==> config.mk <==
export PLATFORM = sky130hd
export DESIGN_NAME = alu_sequencer
export DESIGN_NICKNAME = d
export VERILOG_FILES = /design/src/rtl/alu_sequencer.sv
export SDC_FILE = /design/constraint.sdc
export NUM_CORES = 1
export LEC_CHECK = 0
export ABC_AREA = 0
export ABC_CLOCK_PERIOD_IN_PS = 5400
export CORE_AREA = 3 3 94 96
export DETAILED_ROUTE_END_ITERATION = 8
export DIE_AREA = 0 0 97 99
export GPL_TIMING_DRIVEN = 0
export PLACE_DENSITY = 0.69
export SLEW_MARGIN = 20
export SYNTH_ARGS = -nofsm -noshare
export SYNTH_HDL_FRONTEND = slang
export SYNTH_SLANG_ARGS = --single-unit
==> constraint.sdc <==
create_clock -name clk -period 5.4 [get_ports clk]
set_input_delay 1.08 -clock clk [delete_from_list [all_inputs] [get_ports clk]]
set_output_delay 1.08 -clock clk [all_outputs]
set_load 0.005 [all_outputs]
==> src/rtl/alu_sequencer.sv <==
`timescale 1ns/1ps
// -----------------------------------------------------------------------------
// alu_sequencer
//
// Initiator side of the ALU operand/result bus. Holds a small register file,
// accepts one command per handshake, drives registered operands and op to an
// external ALU, enables that ALU onto the shared tri-state result bus for
// exactly one cycle, captures the result and carry-out, writes the result back
// and updates the C/Z/N flags.
//
// Command sequence (one command in flight at a time):
//   IDLE  -> ISSUE : command accepted, operands snapshotted into alu_a/alu_b
//   ISSUE -> DRIVE : operands settle at the ALU, bus still released
//   DRIVE -> WB    : alu_e=1, alu_r/alu_cout captured at the end of the cycle
//   WB    -> IDLE  : register write-back, flag update, done pulse
//
// Handshake: a command transfers on a rising edge where cmd_valid and
// cmd_ready are both high. cmd_ready is high only in IDLE and outside reset;
// the command fields only need to be stable while cmd_valid is high and
// cmd_ready is high. There is no back-pressure on done.
//
// Ports
//   clk, rst_n            clock; synchronous active-low reset
//   cmd_valid/cmd_ready   command handshake
//   cmd_op                000 add, 001 sub, 010 and, 011 or,
//                         100 neg, 101 shl, 110 shr, 111 nop
//   cmd_dst/srca/srcb     register addresses of the command
//   cmd_usec              1: alu_cin = flag_c, 0: alu_cin = 0
//   wr_en/wr_addr/wr_data host direct register write (any state)
//   rd_addr/rd_data       host combinational register read
//   alu_a/alu_b/alu_cin/alu_op  registered ALU inputs
//   alu_e                 ALU result-bus enable (DRIVE only)
//   alu_r/alu_cout        ALU result bus (Z while alu_e=0) and carry-out
//   busy                  high in any state other than IDLE
//   done                  one-cycle pulse in WB
//   flag_c/flag_z/flag_n  carry, zero, negative flags
//   dbg_state             current FSM state (IDLE=0 ISSUE=1 DRIVE=2 WB=3)
// -----------------------------------------------------------------------------
module alu_sequencer #(
    parameter int DATA_WIDTH = 8,
    parameter int REG_AW     = 2
) (
    input  logic                  clk,
    input  logic                  rst_n,
    // command interface
    input  logic                  cmd_valid,
    output logic                  cmd_ready,
    input  logic [2:0]            cmd_op,
    input  logic [REG_AW-1:0]     cmd_dst,
    input  logic [REG_AW-1:0]     cmd_srca,
    input  logic [REG_AW-1:0]     cmd_srcb,
    input  logic                  cmd_usec,
    // host register access
    input  logic                  wr_en,
    input  logic [REG_AW-1:0]     wr_addr,
    input  logic [DATA_WIDTH-1:0] wr_data,
    input  logic [REG_AW-1:0]     rd_addr,
    output logic [DATA_WIDTH-1:0] rd_data,
    // ALU interface
    output logic [DATA_WIDTH-1:0] alu_a,
    output logic [DATA_WIDTH-1:0] alu_b,
    output logic                  alu_cin,
    output logic [2:0]            alu_op,
    output logic                  alu_e,
    input  logic [DATA_WIDTH-1:0] alu_r,
    input  logic                  alu_cout,
    // status
    output logic                  busy,
    output logic                  done,
    output logic                  flag_c,
    output logic                  flag_z,
    output logic                  flag_n,
    output logic [1:0]            dbg_state
);

    localparam int NREGS = 1 << REG_AW;

    localparam logic [2:0] OP_ADD = 3'b000;
    localparam logic [2:0] OP_SUB = 3'b001;
    localparam logic [2:0] OP_NOP = 3'b111;

    typedef enum logic [1:0] {
        ST_IDLE  = 2'd0,
        ST_ISSUE = 2'd1,
        ST_DRIVE = 2'd2,
        ST_WB    = 2'd3
    } state_t;

    state_t                r_state;
    state_t                w_next_state;

    logic [DATA_WIDTH-1:0] r_regs [NREGS];

    logic [DATA_WIDTH-1:0] r_alu_a;
    logic [DATA_WIDTH-1:0] r_alu_b;
    logic                  r_alu_cin;
    logic [2:0]            r_alu_op;
    logic [REG_AW-1:0]     r_dst;

    // Result and carry captured from the bus at the end of DRIVE.
    logic [DATA_WIDTH-1:0] r_res;
    logic                  r_cout;

    logic                  r_flag_c;
    logic                  r_flag_z;
    logic                  r_flag_n;

    logic                  w_ready;
    logic                  w_accept;
    logic                  w_in_drive;
    logic                  w_in_wb;
    logic                  w_wb_en;
    logic                  w_carry_new;

    // -------------------------------------------------------------------------
    // FSM state register
    // -------------------------------------------------------------------------
    always_ff @(posedge clk) begin
        if (!rst_n) begin
            r_state <= ST_IDLE;
        end else begin
            r_state <= w_next_state;
        end
    end

    // -------------------------------------------------------------------------
    // FSM next state and state decodes
    // -------------------------------------------------------------------------
    always_comb begin
        w_next_state = r_state;
        w_ready      = 1'b0;
        w_in_drive   = 1'b0;
        w_in_wb      = 1'b0;
        busy         = 1'b1;

        case (r_state)
            ST_IDLE: begin
                busy    = 1'b0;
                // Gating with rst_n keeps the initiator from advertising
                // readiness while it is being held in reset.
                w_ready = rst_n;
                if (cmd_valid && rst_n) begin
                    w_next_state = ST_ISSUE;
                end
            end
            ST_ISSUE: begin
                w_next_state = ST_DRIVE;
            end
            ST_DRIVE: begin
                w_in_drive   = 1'b1;
                w_next_state = ST_WB;
            end
            ST_WB: begin
                w_in_wb      = 1'b1;
                w_next_state = ST_IDLE;
            end
            default: begin
                w_next_state = ST_IDLE;
            end
        endcase
    end

    assign w_accept  = cmd_valid & w_ready;

    // nop still walks the full sequence and pulses done, but writes nothing.
    assign w_wb_en   = w_in_wb & (r_alu_op != OP_NOP);

    // Only the arithmetic ops report a carry; logic and shift ops clear C.
    assign w_carry_new = ((r_alu_op == OP_ADD) || (r_alu_op == OP_SUB)) ? r_cout : 1'b0;

    // -------------------------------------------------------------------------
    // Register file. The write-back assignment comes after the host write so
    // that it wins when both target the same register in the WB cycle.
    // -------------------------------------------------------------------------
    always_ff @(posedge clk) begin
        if (!rst_n) begin
            for (int i = 0; i < NREGS; i++) begin
                r_regs[i] <= '0;
            end
        end else begin
            if (wr_en) begin
                r_regs[wr_addr] <= wr_data;
            end
            if (w_wb_en) begin
                r_regs[r_dst] <= r_res;
            end
        end
    end

    assign rd_data = r_regs[rd_addr];

    // -------------------------------------------------------------------------
    // Operand snapshot, bus capture and flags
    // -------------------------------------------------------------------------
    always_ff @(posedge clk) begin
        if (!rst_n) begin
            r_alu_a   <= '0;
            r_alu_b   <= '0;
            r_alu_cin <= 1'b0;
            r_alu_op  <= 3'b000;
            r_dst     <= '0;
            r_res     <= '0;
            r_cout    <= 1'b0;
            r_flag_c  <= 1'b0;
            r_flag_z  <= 1'b0;
            r_flag_n  <= 1'b0;
        end else begin
            // Operands are copied out of the file at accept, so later host
            // writes cannot disturb the command already in flight.
            if (w_accept) begin
                r_alu_a   <= r_regs[cmd_srca];
                r_alu_b   <= r_regs[cmd_srcb];
                r_alu_cin <= cmd_usec & r_flag_c;
                r_alu_op  <= cmd_op;
                r_dst     <= cmd_dst;
            end

            // The bus is only looked at while this block drives alu_e, so a
            // floating bus in other states never reaches r_res.
            if (w_in_drive) begin
                r_res  <= alu_r;
                r_cout <= alu_cout;
            end

            if (w_wb_en) begin
                r_flag_c <= w_carry_new;
                r_flag_z <= (r_res == '0);
                r_flag_n <= r_res[DATA_WIDTH-1];
            end
        end
    end

    // -------------------------------------------------------------------------
    // Outputs
    // -------------------------------------------------------------------------
    assign cmd_ready = w_ready;
    assign alu_e     = w_in_drive;
    assign done      = w_in_wb;
    assign alu_a     = r_alu_a;
    assign alu_b     = r_alu_b;
    assign alu_cin   = r_alu_cin;
    assign alu_op    = r_alu_op;
    assign flag_c    = r_flag_c;
    assign flag_z    = r_flag_z;
    assign flag_n    = r_flag_n;
    assign dbg_state = r_state;

endmodule

; ---- Word level (Yosys, flattened, before mapping)
; Memory sizes are Yosys's and may differ from the RTL's. A register that Yosys moved wholly into a read port is not among the register bits.
; Index checks and enable logic that the tools add are counted.
[word_totals]
romBits = 0
regBits = 20
out_inout_bits = 37
latchBits = 0
mem_count = 1
ram_bits = 32
input_bits = 35
[mem_list]
columns = memory, words, word_bits, read_ports, rd_ports_with_merged_regs, wr, line
row1 = r_regs, 4, 8, 3, 2, 4, 92  ; logic [DATA_WIDTH-1:0] r_regs [NREGS];
[op_classes]
order_cmp = 0
reduce_logical = 9
shifts = 0
n_addsub = 0
mux = 20
mul = 0
n_div = 0
eq_ne = 6
bitwise = 3
[op_table]
columns = operator, count
row1 = 8-bit two-way mux, 2
row2 = 8-bit OR reduction, 2
row3 = 1-bit two-way mux, 14
row4 = 8-bit zero test, 1
row5 = 2-bit case mux with 4 select lines, 1
row6 = 2-bit two-way mux, 3
row7 = 2-bit == test (second input constant), 2
row8 = 1-bit bitwise AND, 3
row9 = 3-bit by 1-bit == test with 1-bit output (second input constant), 1
row10 = 3-bit zero test, 1
row11 = 3-bit inequality test (second input constant), 1
row12 = 2-bit by 1-bit == test with 1-bit output (second input constant), 1
row13 = 1-bit zero test, 2
row14 = 2-bit zero test, 1
row15 = 2-bit inequality test (second input constant), 1
row16 = 1-bit logical AND, 1
row17 = 1-bit logical OR, 1

; ---- Longest topological paths before layout
; Gate-level depths: netlist of the first run.
[depth]
depth_word = 8
ltp_mapped = 6

; ---- Least setup slack after synthesis of the first run
; OpenSTA, ideal clock, no wires.
[synth_timing]
path_type = input to output
start = in rd_addr[0]
end = out rd_data[0]
required_time_ps = 4320
path_slack_ps = 2480
path_stages = 2
t_arrival_ps = 1840
path_cell_list = buf_2 mux4_2
[synth_via]
elab_chain_cells = 1
[synth_rtl]
columns = item, line
row1 = "start, declared", 57  ; input logic [REG_AW-1:0] rd_addr,
row2 = memory 4 x 8 bit, -
row3 = "end, declared", 58  ; output logic [DATA_WIDTH-1:0] rd_data,
; No other way between the ends.

; ---- Worst setup path in the final report of the first run
[layout_timing]
start = in rd_addr[0]
end = out rd_data[5]
; The elaborated chain is that of the path after synthesis.

==> results.md, run 1 <==
* Status: finished clean
* Syn nets at between 300 and 400
* Via count at 2796
* CTS Buf Count at 9
* RR Endpoint: r_regs[0][0]$_DFFE_PP_
* Critical path depth at 3
* Avg WL per Cell at 17.51 um
* Starting density of the core at 0.4395
* Crit-path cells: buf_2 > mux4_2 > clkdlybuf4s50_1
* Vias in the first global route at ~2800
* Via density per instance at approximately 5.5
* Largest area contributor in the netlist: edfxtp_1
* Remaining global-route overflow at 0
* Dpl cell area at ~4400 um2
* Nets at about 440
* Final worst-path cycle share at 0.6348
* Non-filler cells, final at 510
* Final hold violations at 0
* Most frequent cells in the layout: 74 x mux2i_1, 65 x clkdlybuf4s50_1, 38 x nand2_1, 37 x nand3_1, 36 x dfxtp_1
* DRT Pass-1 Iters at 4
* Crit. Startpoint: rd_addr[0]
* Synth warnings at 0
* Skew final at approximately 8.6 ps
* Largest net degree at the start of global routing at 13
* Worst-Skew Late Latency at roughly 340 ps
* Total Power at between 1000 and 1500 uW
* Worst path arrival time at about 2400 ps
* Port Buffers at 65
* Worst slew margin at 0.5498
* Post-synthesis register bit count at 68
* Critical path required time at between 4000 and 5000 ps
* Reg clk slew, reported paths at around 70 ps
* Ant diodes at 0
* TritonCTS clock tree: yes
* DRT iter0 DRCs at between 150 and 200
* FMAX at 291.7 MHz
* Htree depth at 3
* Final wirelength at slightly below 9 mm
* Die area at a little under 10000 um2
* Worst-margin pin slew at 675.4 ps
* Synth cell types at 30
* Placed Cells at 494
* Gp weighted congestion at around 0.9
* Buffers & Inverters on Critical Path at 2
* First-pass GRT wire length at between 10 and 15 mm
* FF-to-FF Start: dbg_state[1]$_SDFFE_PN0P_
* Seq/Total Area, Yosys at 0.4704
* Yosys top cell area share at 0.2688
* Syn_area_per_cell at 11.03 um2
* Largest delay contributor family on the critical path: buffers and inverters
* Fillers at about 700
* Synth Flop Type: dfxtp_1
* Ports at between 70 and 80
* Syn-to-layout area delta at 26.43%
* Share of cells above drive strength 1 at 0.08889
* Tot GR Track Use at 0.1904
* CTS Root Cell: clkbuf_8
* Worst stage delay on the critical path at approximately 550 ps
* Slowest stage cell, crit path: mux4_2
* Fin area at ~4500 um2
* FFs w/ async S/R, synth at 0
* Critical path destination: rd_data[5]
* Crit Path Category: primary input to output port
* Initial antenna violation count at 0
* Clock Sinks at 68
* Setup repair bufs after CTS at 0
* Max Cap Viol at 0
* RSZ-0062 raised after global routing: false
* Post-synth EDFFs at 32
* Final Critical Period at roughly 3400 ps
* Worst R2R Path Depth at 5
* Chip Width at about 97 um
* Most common cell after layout, fill and taps aside: mux2i_1
* Main area contributors after synthesis: edfxtp_1 27%, mux2i_1 21%, dfxtp_1 20%
* CP startpoint kind: primary input
* Die span in y at slightly below 100 um
* Pwr/cell area at a little over 300 nW/um2
* Maximum vdd ir drop at roughly 0.18 mV
* DR DRC count at 0
* CP max FO at 8
* TNS Setup at 0 ps
* Core Box Area at ~8000 um2
* CTS Buffer Depth at 2
* Post-Synthesis Cells at 324
* HP Class: flop to flop
* Crit. End Element: output port
* Leak at around 0.0017 uW
* Post-CTS Resized at 0
* Final ANT Viol Nets at 0
* R2R setup slack at around 3300 ps
* Final Setup Violations at 0
* Final Slew Violations at 0
* Cts-stage hold buffer count at 0
* Mapped Area at about 3600 um2
* DP Wirelength at 6.816 mm
* Rows at 33
per-stage QoR:
stage	utilization	worst slack [ps]	hold WS, ps
after global routing	0.5556	1917	494.5
after floorplan	-	2480	451.6
after global placement	0.5356	1960	454.2
after CTS	0.5556	1958	473.5
final	0.5556	1972	468.2
after detailed placement	0.5356	1959	461.8
layer usage:
metal | part of all wire | track usage
met5 | 0 | 0
met4 | 0.011 | 0.07559
met3 | 0.070 | 0.04600
met2 | 0.48 | 0.3020
met1 | 0.44 | 0.2525
layout make-up:
type	instances	area, um2	share of cell area
well taps	105	131.4	0.02907
plain buffers	27	128.9	0.02852
repair buffers	65	650.6	0.1440
multi-input cells	217	1719	0.3804
clock buffers	12	135.1	0.02990
clock inverters	4	27.53	0.006091
flip-flops and latches	68	1682	0.3721
inverters	12	45.04	0.009967
worst min-delay path, delay by kind of cell (launching register included):
family / cells / cell delay (ps)
compound gates: 1 / 60
flops: 1 / 310
simple gates: 1 / 50
report_power, final:
part	total, uW	switching (uW)	internal [uW]
logic	380	178	202
registers	655	50.3	605
clock network	363	196	167
total	1400	424	974
sequential cells by signal (all words and copies together) (netlist names):
name,flops
r_regs,32
alu_a,8
alu_b,8
r_res,8
alu_op,3
dbg_state,2
r_dst,2
alu_cin,1
flag_c,1
flag_n,1
flag_z,1
r_cout,1
cell usage after synthesis, drive strengths merged, types with 3 or more instances:
master,n
a21boi,4
inv,12
buf,14
nand3b,4
nand2,38
o221ai,16
nor2b,10
ha,4
clkbuf,13
mux4,8
edfxtp,32
o21ai,3
mux2i,74
dfxtp,36
nand3,37
worst min-delay path by stage:
stage,start,to,slack [ps],cells after the start
final,alu_cin$_SDFFE_PN0P_,alu_cin$_SDFFE_PN0P_,470,2
after global routing,alu_cin$_SDFFE_PN0P_,alu_cin$_SDFFE_PN0P_,490,2
after CTS,alu_cin$_SDFFE_PN0P_,alu_cin$_SDFFE_PN0P_,470,2
after detailed placement,alu_cin$_SDFFE_PN0P_,alu_cin$_SDFFE_PN0P_,460,2
after global placement,alu_cin$_SDFFE_PN0P_,alu_cin$_SDFFE_PN0P_,450,2
after floorplan,r_cout$_SDFFE_PN0P_,flag_c$_SDFFE_PN0P_,450,2
cells by family (layout without fill, tap and decap cells):
logic type / Yosys count / count (layout) / synth area share
AOI/OAI and AO/OA: 24 / 24 / 0.05460
muxes: 82 / 82 / 0.2576
adders and majority gates: 4 / 4 / 0.01400
buffers and inverters: 39 / 120 / 0.04865
DFF: 68 / 68 / 0.4704
and+or+nand+nor: 107 / 107 / 0.1547
(Power assumes the default switching activity.)
==> run 2: changes to the inputs <==
--- a/config.mk
+++ b/config.mk
@@ -6,12 +6,12 @@
 export NUM_CORES = 1
 export LEC_CHECK = 0
 export ABC_AREA = 0
-export ABC_CLOCK_PERIOD_IN_PS = 5400
+export ABC_CLOCK_PERIOD_IN_PS = 2900
 export CORE_AREA = 3 3 94 96
 export DETAILED_ROUTE_END_ITERATION = 8
 export DIE_AREA = 0 0 97 99
 export GPL_TIMING_DRIVEN = 0
-export PLACE_DENSITY = 0.69
+export PLACE_DENSITY = 0.72
 export SLEW_MARGIN = 20
 export SYNTH_ARGS = -nofsm -noshare
 export SYNTH_HDL_FRONTEND = slang
==> constraint.sdc (replaced) <==
create_clock -name clk -period 2.9 [get_ports clk]
set_input_delay 0.58 -clock clk [delete_from_list [all_inputs] [get_ports clk]]
set_output_delay 0.58 -clock clk [all_outputs]
set_load 0.005 [all_outputs]
==> run 2 against run 1 <==
Compared with the run above: clock power up 110%; die area unchanged; critical path depth up 2; critical endpoint is now cmd_ready; highest routed layer unchanged.
==> results.md, run 2 (synthesis results as in run 1) <==
* Largest delay contributor family on the critical path: buffers and inverters
* TritonCTS clock tree: yes
* FMAX at between 300 and 400 MHz
* Final hold violations at 0
* Crit-path cells: inv_1 > ha_1 > and2_1 > clkbuf_1 > clkdlybuf4s50_1
* Tot GR Track Use at 0.1904
* Register area at roughly 1700 um2
* First-pass GRT wire length at around 15 mm
* Chip Width at just under 100 um
* Status: finished clean
* Leak at roughly 0.0017 uW
* Port Buffers at 65
* RR Endpoint: r_regs[0][2]$_DFFE_PP_
* RSZ-0062 raised after global routing: false
* Reg with most FFs: r_regs
* FF-to-FF Start: dbg_state[1]$_SDFFE_PN0P_
* Share of cells above drive strength 1 at 0.09136
* Final worst-path cycle share at 0.8813
* Syn-to-layout area delta at 27.02%
* CTS Buffer Depth at 2
* Max Cap Viol at 0
* Worst R2R Path Depth at 5
* HP Class: flop to flop
* Rows at 33
* Final wirelength at ~9 mm
* DR DRC count at 0
* Fillers at between 700 and 800
* Final ANT Viol Nets at 0
* Final Setup Violations at 0
* Critical path required time at between 2000 and 2500 ps
* Maximum vdd ir drop at approximately 0.38 mV
* Pwr/cell area at roughly 600 nW/um2
* Cts-stage hold buffer count at 0
* Starting density of the core at 0.4395
* Setup repair bufs after CTS at 0
* Vias in the first global route at roughly 2900
* Largest net degree at the start of global routing at 12
* Fin util at 0.5582
* Gp weighted congestion at around 0.83
* Worst path arrival time at 1980 ps
* DRT iter0 DRCs at around 150
* Most common cell after layout, fill and taps aside: mux2i_1
* Via density per instance at roughly 5.5
* Largest register FFs at 32
* DP Wirelength at around 7 mm
* Footprint of the multi-input gates at 1719 um2
* Hold path cells at 2
* Ant diodes at 0
* Slowest stage cell, crit path: clkdlybuf4s50_1
* Reg clk slew, reported paths at ~70 ps
* Initial antenna violation count at 0
* Worst-Skew Late Latency at approximately 360 ps
* Final Critical Period at between 2000 and 3000 ps
* Most frequent cells in the layout: 74 x mux2i_1, 65 x clkdlybuf4s50_1, 38 x nand2_1, 37 x nand3_1, 36 x dfxtp_1
* CP max FO at 5
* Post-CTS Resized at 0
* DRT Pass-1 Iters at 4
* CTS Root Cell: clkbuf_8
* Core Box Area at 8134 um2
* R2R setup slack at 700 ps
* Clock Sinks at 68
* Skew final at 12.00 ps
* Die span in y at between 90 and 100 um
* Die area at roughly 9600 um2
* Via count at between 2000 and 3000
* Buffers & Inverters on Critical Path at 3
* Worst stage delay on the critical path at around 540 ps
* Htree depth at 3
* Crit. End Element: output port
* Avg WL per Cell at between 15 and 20 um
* CTS Buf Count at 9
* TNS Setup at 0 ps
* Worst-margin pin slew at roughly 670 ps
* CP startpoint kind: flop
* Critical path depth at 5
* Hold Path Sink: alu_cin$_SDFFE_PN0P_
* Worst slew margin at 0.5560
* Remaining global-route overflow at 0
* Crit Path Category: flop to output port
* Nets at about 440
* Hold Startpoint: alu_cin$_SDFFE_PN0P_
* Ports at just over 70
* Final Slew Violations at 0
## run 2: worst max path at each step
stage / startpoint / slack (ps) / to
6_report: dbg_state[0]$_SDFFE_PN0P_ / 340 / cmd_ready
5_1_grt: dbg_state[0]$_SDFFE_PN0P_ / 190 / cmd_ready
4_1_cts: dbg_state[0]$_SDFFE_PN0P_ / 330 / cmd_ready
3_5_place_dp: wr_en / 20 / r_regs[0][0]$_DFFE_PP_
3_3_place_gp: wr_en / 100 / r_regs[0][2]$_DFFE_PP_
2_1_floorplan: rst_n / 940 / r_regs[0][0]$_DFFE_PP_
## run 2: layer usage
| metal | up-vias | global-route usage | wire (um) |
|---|---|---|---|
| li1 | 1351 | - | - |
| met1 | 1331 | 0.2394 | 3954 |
| met2 | 87 | 0.3174 | 4331 |
| met3 | 15 | 0.04954 | 495 |
| met4 | 0 | 0.06911 | 134 |
| met5 | - | 0 | 0 |
## run 2: cell type report
cell class / count / area share
repair buffers: 65 / 0.1433
plain buffers: 27 / 0.02838
multi-input cells: 217 / 0.3786
clock buffers: 11 / 0.02893
clock inverters: 5 / 0.01157
well taps: 105 / 0.02893
flip-flops and latches: 68 / 0.3703
inverters: 12 / 0.009920
## run 2: through the flow
stage                     worst slack [ps]  cell area [um2]  cells  total power, uW  hold slack, ps
after floorplan                      937.0             3575    324             1603           451.6
after global placement               104.6             4357    494             1928           452.4
after detailed placement             15.75             4357    494             1953           469.5
after CTS                            325.5             4541    510             2704           478.2
after global routing                 189.6             4541    510             2838           509.6
final                                344.2             4541    510             2694           476.8
## run 2: report_power, final
part           switching, uW  internal [uW]  total (uW)
registers               91.9           1130        1220
logic                    333            378         710
clock network            371            393         765
## run 2: worst min-delay path, delay by kind of cell (launching register included)
family / cells / cell delay (ps)
simple gates: 1 / 50
flops: 1 / 310
compound gates: 1 / 70
